`config.mk`:
```
export PLATFORM = sky130hd
export DESIGN_NAME = large_div
export DESIGN_NICKNAME = d
export VERILOG_FILES = /design/src/rtl/large_div.sv
export SDC_FILE = /design/constraint.sdc
export NUM_CORES = 1
export LEC_CHECK = 0
export BUFFER_PORTS_ARGS = -buffer_cell sky130_fd_sc_hd__buf_2
export CORE_UTILIZATION = 29
export DETAILED_ROUTE_END_ITERATION = 7
export MAX_ROUTING_LAYER = met4
export PLACE_DENSITY = 0.5
export SYNTH_ARGS = -nofsm -noshare
export SYNTH_HDL_FRONTEND = slang
export SYNTH_SLANG_ARGS = --single-unit
```
`constraint.sdc`:
```
create_clock -name clk -period 5.3 [get_ports clk]
set_input_delay 1.59 -clock clk [delete_from_list [all_inputs] [get_ports clk]]
set_output_delay 1.59 -clock clk [all_outputs]
set_load 0.05 [all_outputs]
```
`src/rtl/large_div.sv`:
```
// large_div: sequential unsigned restoring divider, one quotient bit per clock.
// Quo/Rem/dbz hold the last result until the next one is loaded.
module large_div #(
  parameter int DW = 16,
  parameter int VW = 8
) (
  input  logic          clk,
  input  logic          rst_n,
  input  logic          enable,
  input  logic [DW-1:0] A,
  input  logic [VW-1:0] B,
  output logic [DW-1:0] Quo,
  output logic [VW-1:0] Rem,
  output logic          busy,
  output logic          done,
  output logic          dbz
);

  localparam int CW = $clog2(DW + 1);

  typedef enum logic [1:0] {
    IDLE = 2'd0,
    RUN  = 2'd1,
    DONE = 2'd2
  } state_t;

  state_t state, state_next;

  logic [DW-1:0] sr;          // dividend shifting out, quotient shifting in
  logic [VW-1:0] dvs;         // captured divisor
  logic [VW:0]   prem;        // partial remainder
  logic [CW-1:0] cnt;         // completed iterations

  logic [VW+1:0] shifted_wide;
  logic [VW:0]   shifted;
  logic [VW:0]   diff;
  logic          fits;
  logic [VW:0]   prem_step;
  logic [DW-1:0] sr_step;
  logic          last;
  logic          accept;

  // One restoring iteration: shift left, trial-subtract, keep or restore.
  always_comb begin
    shifted_wide = {prem, sr[DW-1]};
    shifted      = shifted_wide[VW:0];
    fits         = (shifted_wide >= (VW+2)'(dvs));
    diff         = shifted - {1'b0, dvs};
    prem_step    = fits ? diff : shifted;
    sr_step      = {sr[DW-2:0], fits};
    last         = (cnt == CW'(DW - 1));
  end

  // State register.
  always_ff @(posedge clk or negedge rst_n) begin
    if (!rst_n) begin
      state <= IDLE;
    end else begin
      state <= state_next;
    end
  end

  // Next-state logic; zero divisor skips straight to DONE.
  always_comb begin
    state_next = state;
    accept     = 1'b0;
    case (state)
      IDLE: begin
        if (enable) begin
          accept     = 1'b1;
          state_next = (B == '0) ? DONE : RUN;
        end
      end
      RUN: begin
        if (last) begin
          state_next = DONE;
        end
      end
      DONE: begin
        state_next = IDLE;
      end
      default: begin
        state_next = IDLE;
      end
    endcase
  end

  // Datapath and output registers.
  always_ff @(posedge clk or negedge rst_n) begin
    if (!rst_n) begin
      sr   <= '0;
      dvs  <= '0;
      prem <= '0;
      cnt  <= '0;
      Quo  <= '0;
      Rem  <= '0;
      busy <= 1'b0;
      done <= 1'b0;
      dbz  <= 1'b0;
    end else begin
      done <= 1'b0;
      case (state)
        IDLE: begin
          if (accept) begin
            sr   <= A;
            dvs  <= B;
            prem <= '0;
            cnt  <= '0;
            busy <= 1'b1;
            if (B == '0) begin
              // No iterations: saturated quotient, low dividend bits as remainder.
              Quo  <= '1;
              Rem  <= A[VW-1:0];
              dbz  <= 1'b1;
              done <= 1'b1;
            end
          end
        end
        RUN: begin
          sr   <= sr_step;
          prem <= prem_step;
          cnt  <= cnt + CW'(1);
          if (last) begin
            Quo  <= sr_step;
            Rem  <= prem_step[VW-1:0];
            dbz  <= 1'b0;
            done <= 1'b1;
          end
        end
        DONE: begin
          busy <= 1'b0;
        end
        default: begin
          busy <= 1'b0;
        end
      endcase
    end
  end

endmodule

```
==> reports/results.txt, run 1 <==
Via-per-instance ratio: 4.85
Post-synth cell types: 42
Seq/Total Area, Yosys: 53.2%
Most common library cells after synthesis: 67 x dfrtp_1, 43 x nand2_1, 38 x o21ai_0
Synth Area per Inst: 10.1 sq um
Total gr overflow: 0
Setup Crit Path Kind: flip-flop to flip-flop
Area Overhead vs Synth: 19.3%
Ratio of cells with drive above 1 in the final layout: 22.1%
Buffers on Ports: 53
Most common cell in the netlist: dfrtp_1
Total Wirelength: 7510 microns
CP endpoint kind: flip-flop
Crit path top cell by count: inv_1
Crit-path cells: inv_1 > ha_1 > inv_1 > fa_1 > a211oi_2 > nor2_1 > o2111a_1 > nor4_2 > nand3_1 > a31oi_1
FP Rows: 37
WHS: 0.480 ns
Multi-input logic area: 1380 sq um
Main synth FF type: dfrtp_1
Drt wl/cell: 14.8 microns
Setup TNS: 0 ns
Synthesis-stage register bit count: 67
Hold Crit Class: flip-flop to flip-flop
Area leader, netlist: dfrtp_1
Clk pin slew, worst setup/hold paths: 0.08 ns
Relative slew slack: 30.0%
Number of I/O pins: 54
Final Wtd Congestion: 0.784
Number of routed nets with antenna violations: 0
Fill cells: 1,073
Fin crit period: 3.14 ns
CTS Hold Bufs: 0
Achievable Freq: 318 MHz
Top post-synthesis cells by area: dfrtp_1 53%, o21ai_0 6.0%, nand2_1 5.1%
Final Hold Vio Count: 0
Critical Path RT: 5.55 ns
Share of the synthesized area in the top cell type: 53.2%
First-pass GRT wire length: 12,800 microns
H-tree depth: 3
Yosys Warn Count: 0
Post-synth ARST share: 100%
Die area: 11,300 sq um
RSZ-0062 raised after global routing: false
Post-CTS setup buffers: 0
Final Max Tran Viols: 0
Syn_nets: 350
Initial antenna violation count: 0
Resize count post-CTS: 0
Largest net degree at the start of global routing: 38
Core area: 10,400 sq um
Critical Path Fanout Max: 10
CP startpoint kind: flip-flop
Post-synth EDFFs: 0
Clock skew: 0.0111 ns
Detailed-route via count: 2,458
Die width: 106 microns
Final worst-path cycle share: 59.3%
Number of global-route vias before repair: 2,517
Status: complete, no violations
Reg area: 1680 sq um
Ant diodes: 0
Mapped Area: 3150 sq um
TritonCTS Sinks: 67
Worst Path Arrival: 3.39 ns
Clock Latency Late Sink: 0.34 ns
Cts bufs inserted: 9
MaxCap Viol Count: 0
Post-Synthesis Cells: 312
Gr usage total: 15.1%
Die H: 106 microns
1st-pass router iterations: 4
CTS tree: built
Iter 0 DRT Violations: 113
Final HPWL DP: 5300 microns
Nets: 404
CTS root buffer: clkbuf_8
Slew @ Worst Pin: 1.05 ns
Final setup violation count: 0
Slowest-stage cell, CP: nor4_2
Deepest clock path buffer count: 2
Initial Util: 30.3%
DRC: 0
Critical Path Max Stage Delay: 0.77 ns
kinds of logic (layout without fill, tap and decap cells):
family / count (synthesis) / count (layout) / share of synthesized area [%]
and+or+nand+nor: 100 / 100 / 14.2
xor gates and xnor gates: 8 / 8 / 2.22
adders and majority gates: 11 / 11 / 4.61
muxes: 18 / 18 / 5.80
AOI/OAI and AO/OA: 82 / 82 / 16.6
DFF: 67 / 67 / 53.2
buffers and inverters: 26 / 85 / 3.45
sequential cells by signal (all words and copies together), names as in the netlist:
| register | cells |
|---|---|
| dvs | 8 |
| prem | 9 |
| cnt | 5 |
| sr | 16 |
| dbz | 1 |
| state | 2 |
| busy | 1 |
| Rem | 8 |
| Quo | 16 |
| done | 1 |
final timing paths:
path | from | end | slack (ns) | depth (start not counted)
worst max-delay path | sr[15] | Rem[3] | 2.16 | 10
worst min-delay path | busy | busy | 0.48 | 1
worst max register to register | sr[15] | Rem[3] | 2.16 | 10
worst min register to register | busy | busy | 0.48 | 1
max in group asynchronous | rst_n | dvs[4] | 3.03 | 2
min in group asynchronous | rst_n | sr[5] | 1.35 | 1
layout make-up:
| cell class | instances | share of cell area [%] |
|---|---|---|
| clock inverter | 6 | 1.70 |
| inverter | 11 | 1.10 |
| timing repair buffer | 58 | 8.05 |
| sequential | 67 | 44.6 |
| tap | 136 | 4.53 |
| clock buffer | 10 | 3.39 |
| multi-input combinational | 219 | 36.6 |
stage by stage:
step / utilization [%] / std cells / area (sq um) / setup WS, ns
2_1_floorplan: - / 312 / 3150 / 2.34
3_3_place_gp: 34.3 / 491 / 3570 / 1.85
3_5_place_dp: 34.3 / 491 / 3570 / 1.79
4_1_cts: 36.1 / 507 / 3760 / 2.16
5_1_grt: 36.1 / 507 / 3760 / 1.83
6_report: 36.1 / 507 / 3760 / 2.16
placed cells by master (no fill, tap or decap), drive strengths merged, types with 2 or more instances in the layout:
cell type  count
a21o           2
a21oi          8
a31oi          7
buf           58
clkbuf        10
clkinv         2
clkinvlp       2
dfrtp         67
ha            10
inv           12
mux2           2
mux2i         16
nand2         43
nand3         19
nor2          25
nor2b          2
nor4           3
o21a           2
o21ai         39
o22a          13
o22ai          2
or3            2
or4            2
xnor2          3
xor2           5
worst max-delay path: cells and delay by family (launching register included):
family,cells,cell delay [ns]
AO/OA/AOI/OAI,3,0.85
flip-flops,1,0.41
adder cells (fa/ha/maj),2,0.58
AND/OR/NAND/NOR,3,1.11
buffers and inverters,2,0.12
per-layer routing:
metal / up-vias / part of all wire, % / global-route usage [%]
li1: 1217 / - / -
met5: - / 0 / -
met4: 0 / 1.4 / 5.95
met1: 1191 / 47 / 19.4
met3: 11 / 2.7 / 2.64
met2: 39 / 49 / 23.7
Power of run 1 is not shown: default switching activity piles up to over one toggle a cycle in this logic, so the estimate is an artifact.
==> run 2, diff against run 1 <==
Clock period 5.3 ns to 2.9 ns, I/O delays scaled along.
==> run 2 against run 1 <==
  * Final cell count up 1.4%
  * Sequential share of layout area down 0.97 points
  * First-iteration DRC count down 12%
  * Maximum frequency up 13%
  * Die area unchanged
  * Critical path depth unchanged
  * Clock skew down 0.0013 ns
  * Non-clock buffer count up 7
  * Highest routed layer unchanged
==> reports/results.txt, run 2 (synthesized netlist as in run 1, its figures left out) <==
Status: complete, no violations
Hold Crit Class: flip-flop to flip-flop
Clk pin slew, worst setup/hold paths: 0.07 ns (about the same)
Multi-input logic area: 1380 sq um (+0.27%)
Setup TNS: 0 ns (unchanged)
Gr usage total: 15.7% (+0.61 points)
Most common cell after layout, fill and taps aside: dfrtp_1
Slew @ Worst Pin: 0.714 ns (-0.334 ns)
MaxCap Viol Count: 0 (unchanged)
Setup Crit Path Kind: flip-flop to flip-flop
Most frequent cells in the layout: 67 x dfrtp_1, 53 x buf_2, 43 x nand2_1
Detailed-route via count: 2,512 (+2.2%)
Fin crit period: 2.78 ns (-0.363 ns)
Critical Path Fanout Max: 7 (-3)
Via-per-instance ratio: 4.89 (+0.81%)
Clock skew: 0.00988 ns (-0.00126 ns)
Die area: 11,300 sq um (unchanged)
CP endpoint kind: flip-flop
Critical Path RT: 3.14 ns (-2.41 ns)
Reg area: 1680 sq um (unchanged)
Number of I/O pins: 54 (unchanged)
Buffers on Ports: 53 (unchanged)
Final Wtd Congestion: 0.732 (-6.6%)
Number of global-route vias before repair: 2,693 (+7.0%)
Achievable Freq: 360 MHz (+13%)
Final Hold Vio Count: 0 (unchanged)
Final worst-path cycle share: 95.8% (+37 points)
1st-pass router iterations: 4 (unchanged)
Final setup violation count: 0 (unchanged)
Largest regs: Quo (16), sr (16), prem (9)
Ratio of cells with drive above 1 in the final layout: 23.8% (+1.7 points)
Die width: 106 microns (unchanged)
FP Rows: 37 (unchanged)
Ant diodes: 0 (unchanged)
Total gr overflow: 0 (unchanged)
Post-CTS setup buffers: 0 (unchanged)
Iter 0 DRT Violations: 100 (-12%)
Worst Path Arrival: 3.02 ns (-0.37 ns)
CP startpoint kind: flip-flop
Initial Util: 30.3% (unchanged)
Final Max Tran Viols: 0 (unchanged)
CTS root buffer: clkbuf_8
Final HPWL DP: 5390 microns (+1.6%)
Relative slew slack: 52.4% (+22 points)
Largest net degree at the start of global routing: 45 (+18%)
DRC: 0 (unchanged)
H-tree depth: 3 (unchanged)
Number of routed nets with antenna violations: 0 (unchanged)
Cts bufs inserted: 9 (unchanged)
Die H: 106 microns (unchanged)
Total Wirelength: 7780 microns (+3.5%)
CTS tree: built
Fill cells: 1,087 (+1.3%)
Nets: 411 (+1.7%)
Clock Latency Late Sink: 0.35 ns (about the same)
Deepest clock path buffer count: 2 (unchanged)
First-pass GRT wire length: 13,300 microns (+3.7%)
Area Overhead vs Synth: 22.0%
RSZ-0062 raised after global routing: false
Core area: 10,400 sq um (unchanged)
TritonCTS Sinks: 67 (unchanged)
Initial antenna violation count: 0 (unchanged)
Drt wl/cell: 15.1 microns (+2.1%)
-- run 2: cell types whose count changed in the layout (fill, tap and decap cells not counted) --
cell        delta
inv_6          -1
clkinv_2       -1
buf_12         +2
or4_1          -1
clkinvlp_4     +1
clkinv_4       +1
or4_4          +1
o21ai_0        -1
o21ai_1        +1
buf_4          +5
-- run 2: layout make-up --
type	count	share of cell area, %
sequential	67	43.6
clock buffer	10	3.32
inverter	11	1.07
multi-input combinational	219	35.9
tap	136	4.43
timing repair buffer	65	9.90
clock inverter	6	1.73
-- run 2: final timing paths --
kind	start	end	slack, ns	cells after the start
min reg2reg	cnt[4]	cnt[4]	0.48	2
min in group asynchronous	rst_n	sr[9]	0.56	1
max reg2reg	sr[15]	prem[8]	0.12	10
min	cnt[4]	cnt[4]	0.48	2
max	sr[15]	prem[8]	0.12	10
max in group asynchronous	rst_n	dvs[2]	1.68	2
-- run 2: per-stage QoR --
stage	cells	hold WS [ns]	utilization, %	setup WS (ns)	instance area (sq um)
after floorplan	312	0.450	-	0.242	3150
after global placement	498	0.463	35.0	0.0776	3650
after detailed placement	498	0.472	35.0	0.0523	3650
after CTS	514	0.487	36.9	0.00824	3840
after global routing	514	0.503	36.9	0.0175	3840
final	514	0.483	36.9	0.123	3840
-- run 2: critical path, cell delays in order (launching register included) --
cell      delay [ns]
dfrtp_1         0.39
inv_1           0.06
ha_1            0.16
inv_1           0.05
fa_1            0.41
a211oi_2        0.23
nor2_1          0.11
o2111a_1        0.28
or4_4           0.53
buf_4           0.19
a32o_1          0.25
-- run 2: repair_timing --
item                                    CTS  global route
hold buffers                              0             0
endpoints found under the hold margin     0             0
endpoints found under the setup margin    0            13
resized for setup                         0             2
-- run 2: routing by layer --
metal	GRT usage (%)	up-vias	share of wire, %
met5	-	-	0
met4	5.75	0	1.8
met3	3.00	16	2.9
met2	25.8	43	49
met1	19.2	1225	46
li1	-	1228	-
Power of run 2 is left out for the same reason.
